File: config.mk
export PLATFORM = sky130hd
export DESIGN_NAME = uart_tx_ser
export DESIGN_NICKNAME = d
export VERILOG_FILES = /design/src/rtl/uart_tx_ser_pkg.sv /design/src/rtl/uart_tx_ser_baud_tmr.sv /design/src/rtl/uart_tx_ser.sv
export SDC_FILE = /design/constraint.sdc
export NUM_CORES = 1
export LEC_CHECK = 0
export ABC_AREA = 1
export BUFFER_PORTS_ARGS = -buffer_cell sky130_fd_sc_hd__buf_2
export CAP_MARGIN = 20
export CELL_PAD_IN_SITES_DETAIL_PLACEMENT = 1
export CELL_PAD_IN_SITES_GLOBAL_PLACEMENT = 1
export CORE_UTILIZATION = 43
export DETAILED_ROUTE_END_ITERATION = 8
export GPL_TIMING_DRIVEN = 0
export PLACE_DENSITY = 0.9
export SLEW_MARGIN = 5
export SYNTH_ARGS = -nofsm -noshare
export SYNTH_HDL_FRONTEND = slang
export SYNTH_SLANG_ARGS = --single-unit
export TNS_END_PERCENT = 1
File: constraint.sdc
create_clock -name clk -period 2.59 [get_ports clk]
set_input_delay 0.1295 -clock clk [delete_from_list [all_inputs] [get_ports clk]]
set_output_delay 0.1295 -clock clk [all_outputs]
set_load 0.02 [all_outputs]
File: src/rtl/uart_tx_ser_pkg.sv
// Shared constants and state encoding for the 8N1 UART transmit serializer.
package uart_tx_ser_pkg;

  typedef enum logic [1:0] {
    ST_IDLE  = 2'd0,
    ST_START = 2'd1,
    ST_DATA  = 2'd2,
    ST_STOP  = 2'd3
  } state_t;

  localparam int unsigned FRAME_BITS = 10;
  localparam int unsigned DATA_BITS  = 8;
  localparam int unsigned BIT_CNT_W  = $clog2(DATA_BITS);
  localparam logic        IDLE_LEVEL = 1'b1;

endpackage

File: src/rtl/uart_tx_ser_baud_tmr.sv
// Bit-period timer: loadable down-counter that pulses expire_c on its last cycle
// and reloads the divisor captured at the most recent restart.
module uart_baud_tmr #(
  parameter int unsigned DIV_W = 16
) (
  input  logic             clk,
  input  logic             rst,
  input  logic             restart,
  input  logic             run,
  input  logic [DIV_W-1:0] load,
  output logic             expire_c
);

  logic [DIV_W-1:0] cnt_q;
  logic [DIV_W-1:0] reload_q;

  // reload_q holds the divisor for the whole frame so mid-frame changes are ignored
  always_ff @(posedge clk or posedge rst) begin
    if (rst) begin
      cnt_q    <= '0;
      reload_q <= '0;
    end else if (restart) begin
      cnt_q    <= load;
      reload_q <= load;
    end else if (run) begin
      if (cnt_q == '0) begin
        cnt_q <= reload_q;
      end else begin
        cnt_q <= cnt_q - DIV_W'(1);
      end
    end
  end

  assign expire_c = run && (cnt_q == '0);

endmodule

File: src/rtl/uart_tx_ser.sv
// 8N1 UART transmit serializer fed from an external first-word-fall-through FIFO.
// Back-to-back frames launch straight from the last stop cycle with no idle gap.
module uart_tx_ser
  import uart_tx_ser_pkg::*;
#(
  parameter int unsigned DIV_W = 16
) (
  input  logic             clk,
  input  logic             rst,
  input  logic             en,
  input  logic [DIV_W-1:0] baud_div,
  input  logic [7:0]       fifo_dout,
  input  logic             fifo_empty,
  output logic             fifo_r,
  output logic             tx,
  output logic             busy
);

  state_t                 state_q;
  state_t                 state_d;
  logic [DATA_BITS-1:0]   shreg_q;
  logic [DATA_BITS-1:0]   shreg_d;
  logic [BIT_CNT_W-1:0]   bit_cnt_q;
  logic [BIT_CNT_W-1:0]   bit_cnt_d;
  logic                   launch_c;
  logic                   pop_c;
  logic                   expire_c;
  logic                   tx_d;
  logic                   busy_d;

  // Reset gating keeps the pop strobe low while rst is held
  assign launch_c = en && !fifo_empty && !rst;
  assign fifo_r   = pop_c;

  uart_baud_tmr #(
    .DIV_W (DIV_W)
  ) u_baud_tmr (
    .clk      (clk),
    .rst      (rst),
    .restart  (pop_c),
    .run      (state_q != ST_IDLE),
    .load     (baud_div),
    .expire_c (expire_c)
  );

  always_comb begin
    state_d   = state_q;
    shreg_d   = shreg_q;
    bit_cnt_d = bit_cnt_q;
    pop_c     = 1'b0;
    tx_d      = IDLE_LEVEL;
    busy_d    = 1'b0;

    case (state_q)
      ST_IDLE: begin
        if (launch_c) pop_c = 1'b1;
      end
      ST_START: begin
        if (expire_c) begin
          state_d   = ST_DATA;
          bit_cnt_d = '0;
        end
      end
      ST_DATA: begin
        if (expire_c) begin
          shreg_d = shreg_q >> 1;
          if (bit_cnt_q == BIT_CNT_W'(DATA_BITS - 1)) begin
            state_d = ST_STOP;
          end else begin
            bit_cnt_d = bit_cnt_q + BIT_CNT_W'(1);
          end
        end
      end
      ST_STOP: begin
        if (expire_c) begin
          if (launch_c) pop_c = 1'b1;
          else          state_d = ST_IDLE;
        end
      end
      default: state_d = ST_IDLE;
    endcase

    // A pop, from IDLE or the last stop cycle, always starts a new frame
    if (pop_c) begin
      state_d   = ST_START;
      shreg_d   = fifo_dout;
      bit_cnt_d = '0;
    end

    // Line level is registered from the next state so tx is glitch-free
    case (state_d)
      ST_START: tx_d = ~IDLE_LEVEL;
      ST_DATA:  tx_d = shreg_d[0];
      default:  tx_d = IDLE_LEVEL;
    endcase
    busy_d = (state_d != ST_IDLE);
  end

  always_ff @(posedge clk or posedge rst) begin
    if (rst) begin
      state_q   <= ST_IDLE;
      shreg_q   <= '0;
      bit_cnt_q <= '0;
      tx        <= IDLE_LEVEL;
      busy      <= 1'b0;
    end else begin
      state_q   <= state_d;
      shreg_q   <= shreg_d;
      bit_cnt_q <= bit_cnt_d;
      tx        <= tx_d;
      busy      <= busy_d;
    end
  end

endmodule

Yosys cells after proc, flatten, opt, wreduce, memory -nomap -nowiden
Index checks and enable logic that the tools add are counted.
{"block": "totals", "ram_bits": 0, "inputBits": 28, "reg_bits": 47, "mem_count": 0, "latch_bits": 0, "rom_bits": 0, "elab_cells": 56}
{"block": "op_classes", "bitwise_logic": 0, "div_mod_pow": 0, "addsub": 2, "mux": 22, "magnitude_cmp": 0, "multipliers": 0, "n_reduce_logical": 15, "n_shift": 0, "eq_ne": 9}
{"cell": "$mux 16", "n": 3}
{"cell": "$mux 8", "n": 3}
{"cell": "$logic_not 16->1", "n": 1}
{"cell": "$sub 16x1->16 const B", "n": 1}
{"cell": "$mux 2", "n": 6}
{"cell": "$mux 3", "n": 4}
{"cell": "$reduce_bool 2->1", "n": 5}
{"cell": "$ne 3x3->1 const B", "n": 3}
{"cell": "$eq 2x2->1 const B", "n": 3}
{"cell": "$pmux 2 s3", "n": 1}
{"cell": "$pmux 3 s2", "n": 1}
{"cell": "$eq 2x1->1 const B", "n": 2}
{"cell": "$pmux 1 s2", "n": 2}
{"cell": "$reduce_and 4->1", "n": 1}
{"cell": "$add 3x1->3 const B", "n": 1}
{"cell": "$eq 3x3->1 const B", "n": 1}
{"cell": "$logic_and 1x1->1", "n": 3}
{"cell": "$reduce_bool 3->1", "n": 1}
{"cell": "$logic_not 1->1", "n": 2}
{"cell": "$logic_not 2->1", "n": 1}
{"cell": "$mux 1", "n": 2}
{"cell": "$reduce_and 2->1", "n": 1}

Longest topological paths before layout
Gate-level depths: netlist of the first run.
{"block": "depth", "word_depth": 9, "mapped_depth": 15}

Hierarchy
From an unflattened synthesis of the first run, not the netlist that was laid out.
{"block": "hier_totals", "cells_unflattened": 375, "area_unflattened_um2": 2819.0}
{"module": "uart_baud_tmr", "n_inst": 1, "cells_per_inst": 268, "area_per_inst_um2": 1974.4}
{"module": "uart_tx_ser", "n_inst": 1, "cells_per_inst": 107, "area_per_inst_um2": 844.6}

Worst setup path before layout of the first run
OpenSTA, ideal clock, no wires.
{"block": "synth_path", "path_kind": "input port to flip-flop", "start": "input port rst", "end": "register u_baud_tmr.cnt_q[12]", "arrival_ns": 2.176, "stages": 8, "setup_slack_ns": 0.283, "cell_sequence": "inv_1 nand3b_1 nor2_1 nor2_1 inv_1 buf_2 buf_2 a31oi_1"}
{"block": "synth_via", "elab_chain_len": 6, "word_cells_on_any_way": 7, "classes_between": "mux: 4; reduce/logical: 3"}
{"item": "from (decl)", "line_no": "uart_tx_ser.sv:9", "rtl": "input logic rst,"}
{"item": "$logic_not 1->1 (no source line) (*)"}
{"item": "$logic_and 1x1->1 (*)", "line_no": "uart_tx_ser.sv:32", "rtl": "assign launch_c = en && !fifo_empty && !rst;"}
{"item": "$mux 1 (*)", "line_no": "uart_tx_ser.sv:56, uart_tx_ser.sv:76"}
{"item": "$mux 1", "line_no": "uart_tx_ser.sv:75", "rtl": "if (expire_c) begin"}
{"item": "$pmux 1 s2 (*)", "line_no": "uart_tx_ser.sv:54", "rtl": "case (state_q)"}
{"item": "$mux 16 / $reduce_bool 2->1 (equally long branches)"}
{"item": "to (signal assigned)", "line_no": "uart_tx_ser_baud_tmr.sv:23", "rtl": "cnt_q <= load;"}
{"item": "to (signal assigned)", "line_no": "uart_tx_ser_baud_tmr.sv:27", "rtl": "cnt_q <= reload_q;"}
{"item": "to (signal assigned)", "line_no": "uart_tx_ser_baud_tmr.sv:29", "rtl": "cnt_q <= cnt_q - DIV_W'(1);"}
{"item": "to (decl)", "line_no": "uart_tx_ser_baud_tmr.sv:14", "rtl": "logic [DIV_W-1:0] cnt_q;"}
Every way passes the cells marked *; elsewhere a longest branch is shown, timed or not.
A chain may end at the register's enable or synchronous reset.

Final worst setup path of the first run
{"block": "layout_path", "start": "register u_baud_tmr.cnt_q[1]", "end": "output port fifo_r"}
{"block": "layout_via", "elab_chain_len": 4}
{"item": "$logic_not 16->1", "line_no": "uart_tx_ser_baud_tmr.sv:34", "rtl": "assign expire_c = run && (cnt_q == '0);"}
{"item": "$logic_and 1x1->1", "line_no": "uart_tx_ser_baud_tmr.sv:34"}
{"item": "$mux 1", "line_no": "uart_tx_ser.sv:75"}
{"item": "$pmux 1 s2", "line_no": "uart_tx_ser.sv:54"}
{"item": "to (decl)", "line_no": "uart_tx_ser.sv:14", "rtl": "output logic fifo_r,"}
No other way between the ends.

==> results of run 1 <==
## cells in the final DEF, fill, tap and decap left out, types with 2 or more instances in the layout
cell | netlist | final
nand4_1 | 2 | 2
inv_2 | 1 | 2
a31oi_1 | 4 | 4
o21ai_1 | 17 | 17
nand3_1 | 45 | 45
nor2_4 | 2 | 2
buf_2 | 7 | 37
clkbuf_1 | 3 | 3
buf_6 | 2 | 2
o21ai_0 | 17 | 17
a21oi_1 | 5 | 5
nor2_2 | 8 | 8
nor2_1 | 29 | 29
ha_1 | 9 | 9
inv_1 | 39 | 38
o211ai_1 | 10 | 10
nand2_1 | 120 | 120
clkbuf_8 | 0 | 5
dfrtp_1 | 46 | 46
xor2_1 | 3 | 3
nand2_4 | 2 | 2
nand2_2 | 3 | 3
## how the worst max path moves through the flow
stage	start	to	slack (ns)	cells past startpoint
after floorplan	rst	u_baud_tmr.cnt_q[12]$_DFFE_PP0P_	0.28	8
after global placement	rst	u_baud_tmr.cnt_q[8]$_DFFE_PP0P_	-0.64	9
after detailed placement	u_baud_tmr.cnt_q[1]$_DFFE_PP0P_	u_baud_tmr.cnt_q[6]$_DFFE_PP0P_	0.46	12
after CTS	u_baud_tmr.cnt_q[1]$_DFFE_PP0P_	fifo_r	0.19	12
after global routing	u_baud_tmr.cnt_q[1]$_DFFE_PP0P_	fifo_r	0.004	12
final	u_baud_tmr.cnt_q[1]$_DFFE_PP0P_	fifo_r	0.22	12
## cells by family (layout without fill, tap and decap cells)
family	count (synthesis)	after routing	share of synthesized area
xor+xnor	4	4	0.0124
fa+ha+maj	9	9	0.0399
buf+inv	53	93	0.0807
simple gates	217	217	0.343
compound gates	54	54	0.107
flops	47	47	0.417
## sequential cells by signal, summed over array words and instances, names as in the netlist
name	cells
shreg_q	8
state_q	2
u_baud_tmr.cnt_q	16
busy	1
tx	1
u_baud_tmr.reload_q	16
bit_cnt_q	3
## what timing repair did
action / in CTS / in global routing
setup buffers: 0 / 0
endpoints found under the hold margin: 16 / 0
hold buffers: 1 / 0
## critical path, stage by stage (launching register included)
cell      delay, ns
dfrtp_1        0.38
inv_1          0.13
ha_1           0.20
inv_1          0.07
nor2_1         0.14
nand2_1        0.10
nor2_4         0.14
nand3_1        0.10
nand2_2        0.09
nand2_4        0.09
clkinv_4       0.10
buf_2          0.20
buf_2          0.19
## cells in the mapped netlist (3+ instances only)
library cell / instances / share of area
o211ai_1: 10 / 0.027
clkbuf_1: 3 / 0.0040
nor2_1: 29 / 0.039
a31oi_1: 4 / 0.0089
dfrtp_1: 46 / 0.41
a21oi_1: 5 / 0.0089
nand2_1: 120 / 0.16
xor2_1: 3 / 0.0093
nand3_1: 45 / 0.080
inv_1: 39 / 0.052
ha_1: 9 / 0.040
nand2_2: 3 / 0.0066
buf_2: 7 / 0.012
o21ai_0: 17 / 0.030
o21ai_1: 17 / 0.030
nor2_2: 8 / 0.018
## layer usage
layer | up-vias | track usage
met1 | 1353 | 0.292
met3 | 13 | 0.0338
met2 | 51 | 0.469
met4 | 0 | 0.0972
li1 | 1321 | -
met5 | - | 0
## stage by stage
stage               hold slack [ns]  total power (W)  TNS [ns]
finish                       0.0167          0.00324         0
global route                 0.0393          0.00350         0
CTS                          0.0172          0.00325         0
detailed placement            0.151          0.00272         0
global placement              0.330          0.00261    -20.91
floorplan                     0.246          0.00231         0
## power by group
group | internal [W] | switching (W)
Combinational | 0.000533 | 0.000943
Clock | 0.000201 | 0.000297
Sequential | 0.00104 | 0.000235
Total | 0.00177 | 0.00147
## layout make-up
class / count / area [um^2]
tap: 77 / 96.3
inverter: 41 / 159
fill: 823 / 3150
clock inverter: 3 / 27.5
timing repair buffer: 32 / 180
multi-input combinational: 284 / 1420
buffer: 12 / 68.8
clock buffer: 5 / 68.8
sequential: 47 / 1180
==> key figures, run 1 <==
Timing
  • Rel. slew slack: 0.651
  • Crit share post-route: 0.917
  • Least-Margin Pin Slew: 0.524 ns
  • Setup Skew: 0.0127 ns
  • Tmin final: 2.37 ns
  • Fmax achieved: around 420 MHz
  • Final setup viols: 0
  • Final Slew Violations: 0
  • Hold Fails Final Rpt: 0
  • RSZ-0062 raised after global routing: no
  • Setup ws final: 0.216 ns

Detailed routing
  • DRC: 0
  • Total Wirelength: 8210 um
  • Antenna Nets Post-Route: 0
  • WL met1: 3540 um
  • DR pass1 iterations: 4
  • WL/cell: 16.4 um
  • Vias/cell: 5.47
  • 1st-iter DRT viols: around 130
  • Met3 wire len: just over 200 um
  • Wire length on met2: 4300 um
  • Via count: about 2,700
  • DR top layer: met4

Cells and area
  • Area grow syn2layout: 13.2%
  • Fin util: 0.503
  • Design area: 3200 um^2
  • Diodes inserted: 0
  • Final #Nets: 460
  • Post-Layout Cell Count: 501
  • Share of cells above drive strength 1: 0.165

Critical path
  • Worst R2R Start: u_baud_tmr.cnt_q[1]$_DFFE_PP0P_
  • Worst r2r path cells: 12
  • Critical path class: reg2out
  • CP Capture Type: output pin
  • CP Data Required Time: 2.46 ns
  • CP Launch Type: register
  • Reg-to-reg endpoint: u_baud_tmr.cnt_q[11]$_DFFE_PP0P_
  • Reg-to-reg slack, setup: 0.40 ns
  • Crit-path max FO: 10
  • Worst Path Arrival: 2.24 ns

GRT
  • Pin count of the biggest net entering global routing: 31
  • GR Util All Layers: 0.252
  • Vias in the first global route: 2,920
  • Initial antenna violation count: 0
  • Global-route wire length before repair: 13,800 um
  • Total grt overflow: 0

Floorplanning
  • Initial Util: 0.445
  • DIE WIDTH: 83.0 um
  • Die Span Y: just over 80 um
  • Total die area: 6890 um^2
  • Top Ports: 31
  • Total core area: 6350 um^2
  • Core Rows: 29

Place
  • Routability cong.: 0.894
  • Area after DPL: 3090 um^2
  • Placed Cells: between 400 and 500
  • PortBufs: 30
  • Final HPWL DP: 6000 um
  • Pre-CTS setup slack: 0.458 ns

Clock tree
  • CTS Sinks: 47
  • Post-CTS sizing: 0
  • Clk slew on worst S/H paths: 0.11 ns
  • Worst-skew pair later-pin latency: between 0.3 and 0.4 ns
  • H-Tree Depth: 2
  • Clock root buffer: clkbuf_8
  • TritonCTS clock tree: built
  • CTS Buf Count: 5
  • Clock Path Buffers: 2

Worst hold path
  • Hold Path End: shreg_q[7]$_DFFE_PP0P_
  • Min-delay worst type: in2reg
  • Hold Crit Start: fifo_dout[7]
  • Worst Hold Depth: 3

Synthesis
  • Flops & latches, synth: 47
  • Netlist area before placement: 2820 um^2
  • EDFF count, synth: 0
  • Ys Warns: 0
  • Post-Syn Area per Cell: 7.35 um^2
  • Post-synth ARST share: 1.00
  • Post-Synthesis Cells: 384
  • Post-synthesis sequential area ratio: 0.417
  • Main flop type after synthesis: dfrtp_1
  • Unique masters post-synth: 31
  • Post-Syn Nets: 421

Pwr
  • Leak pwr: between 1.5 and 2 nW
  • Pwr Density: between 1000 and 1500 nW/um^2
  • Max rail drop VDD: 751 uV

Run
  • Maxcap violations: 0

Status
  • Status: complete, no violations
No activity file was read; power rests on OpenSTA's default activity.
==> inputs of run 2 (changes only) <==
--- a/config.mk
+++ b/config.mk
@@ -13,7 +13,8 @@
 export CORE_UTILIZATION = 43
 export DETAILED_ROUTE_END_ITERATION = 8
 export GPL_TIMING_DRIVEN = 0
-export PLACE_DENSITY = 0.9
+export PLACE_DENSITY_LB_ADDON = 0.1
+export RECOVER_POWER = 25
 export SLEW_MARGIN = 5
 export SYNTH_ARGS = -nofsm -noshare
 export SYNTH_HDL_FRONTEND = slang
==> key figures, run 2 (synthesis gave the netlist of run 1 again) <==
Timing
  • Fmax achieved: 426 MHz (was 421 MHz)
  • Final Slew Violations: 0 (unchanged)
  • Fin Setup TNS: 0 ns (unchanged)
  • Setup Skew: 0.00730 ns (was 0.0127 ns)
  • Rel. slew slack: 0.345 (was 0.651)
  • Least-Margin Pin Slew: 0.983 ns (was 0.524 ns)
  • Tmin final: 2.35 ns (was 2.37 ns)
  • Hold Fails Final Rpt: 0 (unchanged)
  • RSZ-0062 raised after global routing: no (unchanged)
  • Final setup viols: 0 (unchanged)
  • Setup ws final: 0.242 ns (was 0.216 ns)
  • Crit share post-route: 0.907 (was 0.917)

Detailed routing
  • Via count: 2,649 (was 2,738)
  • Met3 wire len: 156 um (was 205 um)
  • DRC: 2 (was 0)
  • Antenna Nets Post-Route: 0 (unchanged)
  • DR pass1 iterations: 6 (was 4)
  • Vias/cell: 5.29 (was 5.47)
  • WL/cell: 15.7 um (was 16.4 um)
  • Total Wirelength: 7850 um (was 8210 um)
  • WL met1: 3590 um (was 3540 um)
  • Wire length on met2: 4000 um (was 4300 um)
  • DR top layer: met4 (unchanged)
  • 1st-iter DRT viols: 116 (was 132)

Critical path
  • Reg-to-reg endpoint: u_baud_tmr.cnt_q[5]$_DFFE_PP0P_ (was u_baud_tmr.cnt_q[11]$_DFFE_PP0P_)
  • Worst r2r path cells: 9 (was 12)
  • Worst setup path startpoint: u_baud_tmr.cnt_q[1]$_DFFE_PP0P_ (unchanged)
  • Worst R2R Start: state_q[0]$_DFF_PP0_ (was u_baud_tmr.cnt_q[1]$_DFFE_PP0P_)
  • CP Data Required Time: 2.46 ns (about the same)
  • Setup crit end: fifo_r (unchanged)
  • Critical path class: reg2out (unchanged)
  • CP Capture Type: output pin (unchanged)
  • CP Launch Type: register (unchanged)
  • Reg-to-reg slack, setup: 0.44 ns (was 0.40 ns)
  • Worst Path Arrival: 2.22 ns (was 2.24 ns)
  • Crit-path max FO: 10 (unchanged)

Run
  • Maxcap violations: 0 (unchanged)

GRT
  • Global-route wire length before repair: 13,700 um (was 13,800 um)
  • Total grt overflow: 0 (unchanged)
  • GR Util All Layers: 0.248 (was 0.252)
  • Vias in the first global route: 2,895 (was 2,920)
  • Initial antenna violation count: 0 (unchanged)
  • Pin count of the biggest net entering global routing: 37 (was 31)

Clock tree
  • TritonCTS clock tree: built (unchanged)
  • Clk slew on worst S/H paths: 0.09 ns (was 0.11 ns)
  • CTS Hold Bufs: 1 (unchanged)
  • Clock Path Buffers: 2 (unchanged)
  • Worst-skew pair later-pin latency: 0.31 ns (was 0.32 ns)
  • Postcts setup bufs: 0 (unchanged)
  • CTS Sinks: 47 (unchanged)
  • H-Tree Depth: 2 (unchanged)
  • CTS Buf Count: 5 (unchanged)
  • Clock root buffer: clkbuf_8 (unchanged)
  • Post-CTS sizing: 0 (unchanged)

Status
  • Failing checks: design-rule violations
  • Status: finished with violations (was complete, no violations)

Floorplanning
  • Total core area: 6350 um^2 (unchanged)
  • Core Rows: 29 (unchanged)
  • Total die area: 6890 um^2 (unchanged)
  • Initial Util: 0.445 (unchanged)
  • Top Ports: 31 (unchanged)
  • Die Span Y: 83.0 um (unchanged)
  • DIE WIDTH: 83.0 um (unchanged)

Cells and area
  • Fillers: 839 (was 823)
  • Multi-input logic area: 1420 um^2 (unchanged)
  • Final #Nets: 460 (unchanged)
  • Diodes inserted: 0 (unchanged)
  • Share of cells above drive strength 1: 0.163 (was 0.165)
  • Sequential cell area: 1180 um^2 (unchanged)
  • Top Registers: u_baud_tmr.cnt_q (16), u_baud_tmr.reload_q (16), shreg_q (8) (unchanged)
  • Most frequent cells in the layout: 120 x nand2_1, 46 x dfrtp_1, 45 x nand3_1 (unchanged)
  • Most common cell after layout, fill and taps aside: nand2_1 (unchanged)
  • Area grow syn2layout: 12.6% (was 13.2%)

Place
  • Final HPWL DP: 5910 um (was 6000 um)
  • Routability cong.: 0.886 (was 0.894)
  • Pre-CTS setup slack: 0.444 ns (was 0.458 ns)
  • PortBufs: 30 (unchanged)

Pwr
  • Max rail drop VDD: 417 uV (was 751 uV)
  • Pwr Density: 1000 nW/um^2 (was 1020 nW/um^2)
  • Leak pwr: 1.66 nW (about the same)

Worst hold path
  • Min-delay worst type: in2reg (unchanged)
## run 2: changes by cell type in the layout (fill, tap and decap cells not counted), sizes merged
cell | before | now
inv | 42 | 40
clkinv | 1 | 2
clkinvlp | 1 | 0
clkbuf | 8 | 11
buf | 40 | 39
## run 2: worst min path at each step
stage / start / end / slack, ns / depth (start not counted)
global placement: fifo_dout[7] / shreg_q[7]$_DFFE_PP0P_ / 0.33 / 3
CTS: fifo_dout[7] / shreg_q[7]$_DFFE_PP0P_ / 0.02 / 3
floorplan: fifo_dout[7] / shreg_q[7]$_DFFE_PP0P_ / 0.25 / 2
finish: fifo_dout[7] / shreg_q[7]$_DFFE_PP0P_ / 0.02 / 3
global route: fifo_dout[7] / shreg_q[7]$_DFFE_PP0P_ / 0.02 / 3
detailed placement: rst / shreg_q[6]$_DFFE_PP0P_ / 0.11 / 2
## run 2: through the flow
step | hold WS, ns | instance area (um^2) | power (W) | std cells | util
global route | 0.0216 | 3180 | 0.00348 | 501 | 0.501
detailed placement | 0.105 | 3090 | 0.00272 | 492 | 0.487
CTS | 0.0200 | 3190 | 0.00322 | 501 | 0.503
finish | 0.0202 | 3180 | 0.00318 | 501 | 0.501
global placement | 0.330 | 3070 | 0.00263 | 491 | 0.483
floorplan | 0.246 | 2820 | 0.00231 | 384 | -
## run 2: power breakdown
part           total, W  internal (W)  switching, W
Clock          0.000484      0.000219      0.000264
Sequential      0.00126       0.00104      0.000219
Combinational   0.00144      0.000532      0.000908
## run 2: critical path: stages, from the launching register on
cell,delay [ns]
dfrtp_1,0.37
inv_1,0.11
ha_1,0.19
inv_1,0.05
nor2_1,0.14
nand2_1,0.11
nor2_4,0.15
nand3_1,0.10
nand2_2,0.09
nand2_4,0.09
clkinv_4,0.09
buf_2,0.21
buf_2,0.20
## run 2: final cells by class
| cell class | count | area share |
|---|---|---|
| Sequential cell | 47 | 0.370 |
| Clock inverter | 1 | 0.00275 |
| Buffer | 12 | 0.0216 |
| Clock buffer | 7 | 0.0272 |
| Multi-Input combinational cell | 284 | 0.446 |
| Timing Repair Buffer | 32 | 0.0519 |
| Tap cell | 77 | 0.0303 |
| Inverter | 41 | 0.0500 |
## run 2: metal layers
| layer | vias up | global-route usage |
|---|---|---|
| li1 | 1321 | - |
| met1 | 1284 | 0.310 |
| met2 | 34 | 0.446 |
| met3 | 10 | 0.0358 |
| met4 | 0 | 0.0658 |
| met5 | - | 0 |
==> inputs of run 3 (changes only) <==
--- a/config.mk
+++ b/config.mk
@@ -8,12 +8,10 @@
 export ABC_AREA = 1
 export BUFFER_PORTS_ARGS = -buffer_cell sky130_fd_sc_hd__buf_2
 export CAP_MARGIN = 20
-export CELL_PAD_IN_SITES_DETAIL_PLACEMENT = 1
-export CELL_PAD_IN_SITES_GLOBAL_PLACEMENT = 1
-export CORE_UTILIZATION = 43
+export CORE_UTILIZATION = 55
 export DETAILED_ROUTE_END_ITERATION = 8
 export GPL_TIMING_DRIVEN = 0
-export PLACE_DENSITY_LB_ADDON = 0.1
+export PLACE_DENSITY = 0.76
 export RECOVER_POWER = 25
 export SLEW_MARGIN = 5
 export SYNTH_ARGS = -nofsm -noshare
==> key figures, run 3 (synthesis gave the netlist of run 1 again) <==
GRT
  • Vias in the first global route: 2,435 (was 2,895)
  • Total grt overflow: 0 (unchanged)
  • Global route hottest layer: met2 (unchanged)
  • Pin count of the biggest net entering global routing: 32 (was 37)
  • Grt met3 use: 0.0370 (was 0.0358)
  • Global-route wire length before repair: 11,000 um (was 13,700 um)
  • GR Util All Layers: 0.269 (was 0.248)
  • Met2 Use GR: 0.455 (was 0.446)
  • Initial antenna violation count: 0 (unchanged)
  • Met1 track demand over resource: 0.355 (was 0.310)

Timing
  • Rel. slew slack: 0.0915 (was 0.345)
  • RSZ-0062 raised after global routing: no (unchanged)
  • Hold Fails Final Rpt: 0 (unchanged)
  • Fmax achieved: 439 MHz (was 426 MHz)
  • Crit share post-route: 0.880 (was 0.907)
  • Tmin final: 2.28 ns (was 2.35 ns)
  • Final Slew Violations: 0 (unchanged)
  • Fin Setup TNS: 0 ns (unchanged)
  • Setup Skew: 0.0166 ns (was 0.00730 ns)
  • Final setup viols: 0 (unchanged)
  • Least-Margin Pin Slew: 1.36 ns (was 0.983 ns)

Pwr
  • Combinational Power Share: 0.448 (was 0.453)
  • Net Sw Frac: 0.436 (was 0.438)
  • Register share of total power: 0.402 (was 0.395)
  • Max rail drop VDD: 495 uV (was 417 uV)
  • Pwr Density: 984 nW/um^2 (was 1000 nW/um^2)
  • Clock network power share: 0.150 (was 0.152)
  • Pint: 0.00176 W (was 0.00179 W)
  • P_sw: 0.00136 W (was 0.00139 W)
  • Leak pwr: 1.67 nW (was 1.66 nW)

Clock tree
  • CTS Sinks: 47 (unchanged)
  • Worst-skew pair later-pin latency: 0.31 ns (about the same)
  • H-Tree Depth: 2 (unchanged)
  • TritonCTS clock tree: built (unchanged)
  • Postcts setup bufs: 0 (unchanged)
  • Clk slew on worst S/H paths: 0.09 ns (about the same)
  • Clock Path Buffers: 2 (unchanged)
  • Clock root buffer: clkbuf_8 (unchanged)
  • CTS Buf Count: 5 (unchanged)

Cells and area
  • Most frequent cells in the layout: 120 x nand2_1, 46 x dfrtp_1, 45 x nand3_1 (unchanged)
  • Fin util: 0.658 (was 0.501)
  • Top Registers: u_baud_tmr.cnt_q (16), u_baud_tmr.reload_q (16), shreg_q (8) (unchanged)
  • Area grow syn2layout: 12.3% (was 12.6%)
  • Final #Nets: 460 (unchanged)
  • Most common cell after layout, fill and taps aside: nand2_1 (unchanged)
  • Diodes inserted: 0 (unchanged)
  • Post-Layout Cell Count: 491 (was 501)
  • Fillers: 449 (was 839)
  • Share of cells above drive strength 1: 0.163 (unchanged)

Critical path
  • CP Launch Type: register (unchanged)
  • Worst path cell trace: inv_1, ha_1, inv_1, nor2_1, nand2_1, nor2_4, nand3_1, nand2_2, nand2_4, clkinv_4, buf_2, buf_2 (unchanged)
  • Worst R2R Start: state_q[1]$_DFF_PP0_ (was state_q[0]$_DFF_PP0_)
  • Reg-to-reg slack, setup: 0.45 ns (was 0.44 ns)
  • Critical path class: reg2out (unchanged)
  • Crit-path max FO: 10 (unchanged)
  • Worst Path Arrival: 2.15 ns (was 2.22 ns)
  • WP depth: 12 (unchanged)
  • Buf+Inv Stages, Crit Path: 5 (unchanged)
  • Worst r2r path cells: 9 (unchanged)
  • CP Data Required Time: 2.46 ns (about the same)
  • Crit path max-delay cell type: dfrtp_1 (unchanged)
  • Delay-heaviest family, CP: buffers and inverters (was simple AND/OR/NAND/NOR gates)
  • CP Capture Type: output pin (unchanged)
  • Reg-to-reg endpoint: u_baud_tmr.cnt_q[1]$_DFFE_PP0P_ (was u_baud_tmr.cnt_q[5]$_DFFE_PP0P_)
  • Worst path max stage delay: 0.37 ns (about the same)

Detailed routing
  • Total Wirelength: 6510 um (was 7850 um)
  • WL/cell: 13.2 um (was 15.7 um)
  • Via count: 2,595 (was 2,649)
  • DRC: 0 (was 2)
  • Antenna Nets Post-Route: 0 (unchanged)
  • Vias/cell: 5.29 (about the same)
  • DR pass1 iterations: 4 (was 6)
  • 1st-iter DRT viols: 134 (was 116)

Worst hold path
  • Hold Crit Start: fifo_dout[7] (unchanged)
  • Worst Hold Depth: 3 (unchanged)
  • Hold Path End: shreg_q[7]$_DFFE_PP0P_ (unchanged)
  • Min-delay worst type: in2reg (unchanged)

Status
  • Status: complete, no violations (was finished with violations)

Floorplanning
  • Top Ports: 31 (unchanged)
  • Total die area: 5420 um^2 (was 6890 um^2)
  • Die Span Y: 73.6 um (was 83.0 um)
  • Core Rows: 25 (was 29)
  • Total core area: 4820 um^2 (was 6350 um^2)
  • DIE WIDTH: 73.6 um (was 83.0 um)
  • Initial Util: 0.586 (was 0.445)

Place
  • PortBufs: 30 (unchanged)
  • Final HPWL DP: 4860 um (was 5910 um)
  • Routability cong.: 0.931 (was 0.886)
  • Placed Cells: 482 (was 492)

Run
  • Maxcap violations: 0 (unchanged)
==> run 3: cell types whose count changed in the layout (fill, tap and decap cells not counted), sizes merged <==
cell,delta
clkbuf,-3
clkinv,+1
dlymetal6s4s,+1
inv,+1
==> run 3: worst max path at each step <==
stage                                    start                                to  slack (ns)
3_5_place_dp              state_q[1]$_DFF_PP0_   u_baud_tmr.cnt_q[5]$_DFFE_PP0P_        0.47
2_1_floorplan                              rst  u_baud_tmr.cnt_q[12]$_DFFE_PP0P_        0.28
5_1_grt        u_baud_tmr.cnt_q[1]$_DFFE_PP0P_                            fifo_r        0.13
3_3_place_gp                               rst   u_baud_tmr.cnt_q[8]$_DFFE_PP0P_       -0.53
4_1_cts        u_baud_tmr.cnt_q[0]$_DFFE_PP0P_                            fifo_r        0.31
6_report       u_baud_tmr.cnt_q[1]$_DFFE_PP0P_                            fifo_r        0.31
==> run 3: worst register-to-register path, cell delays in order, from the launching register on <==
cell	delay [ns]
dfrtp_1	0.46
inv_1	0.13
ha_1	0.26
inv_1	0.14
nor2_1	0.33
inv_1	0.09
buf_2	0.20
buf_2	0.23
nand2_1	0.09
o21ai_0	0.08
==> run 3: what timing repair did <==
| item | 4_1_cts | 5_1_grt |
|---|---|---|
| gates resized for setup | 0 | 0 |
| hold buffers | 1 | 0 |
| endpoints found under the hold margin | 15 | 0 |
==> run 3: power groups by stage <==
| stage | Clock (W) | Sequential [W] | Combinational, W |
|---|---|---|---|
| floorplan | 0 | 0.00123 | 0.00109 |
| global placement | 0 | 0.00125 | 0.00135 |
| detailed placement | 0 | 0.00126 | 0.00139 |
| CTS | 0.000468 | 0.00125 | 0.00140 |
| global route | 0.000497 | 0.00129 | 0.00162 |
| finish | 0.000468 | 0.00125 | 0.00140 |
==> run 3: layer usage <==
metal	wire length [um]	up-vias	part of all wire
met5	0	-	0
met4	123	0	0.019
met2	3110	61	0.48
met1	3050	1201	0.47
li1	-	1322	-
met3	221	11	0.034
==> run 3: through the flow <==
stage          cell area, um^2  total power, W  hold slack, ns  worst slack (ns)
4_1_cts                   3180         0.00312          0.0209             0.308
3_5_place_dp              3080         0.00265           0.139             0.474
6_report                  3170         0.00312          0.0218             0.311
3_3_place_gp              3060         0.00260           0.329            -0.531
5_1_grt                   3170         0.00341          0.0372             0.133
2_1_floorplan             2820         0.00231           0.246             0.283
==> run 3: area by class of cell <==
| class | count | area, um^2 | share of cell area |
|---|---|---|---|
| buffer | 12 | 68.8 | 0.0217 |
| clock buffer | 5 | 68.8 | 0.0217 |
| clock inverter | 3 | 22.5 | 0.00710 |
| inverter | 41 | 159 | 0.0501 |
| multi-input combinational | 284 | 1420 | 0.447 |
| sequential | 47 | 1180 | 0.371 |
| tap | 67 | 83.8 | 0.0264 |
| timing repair buffer | 32 | 173 | 0.0545 |
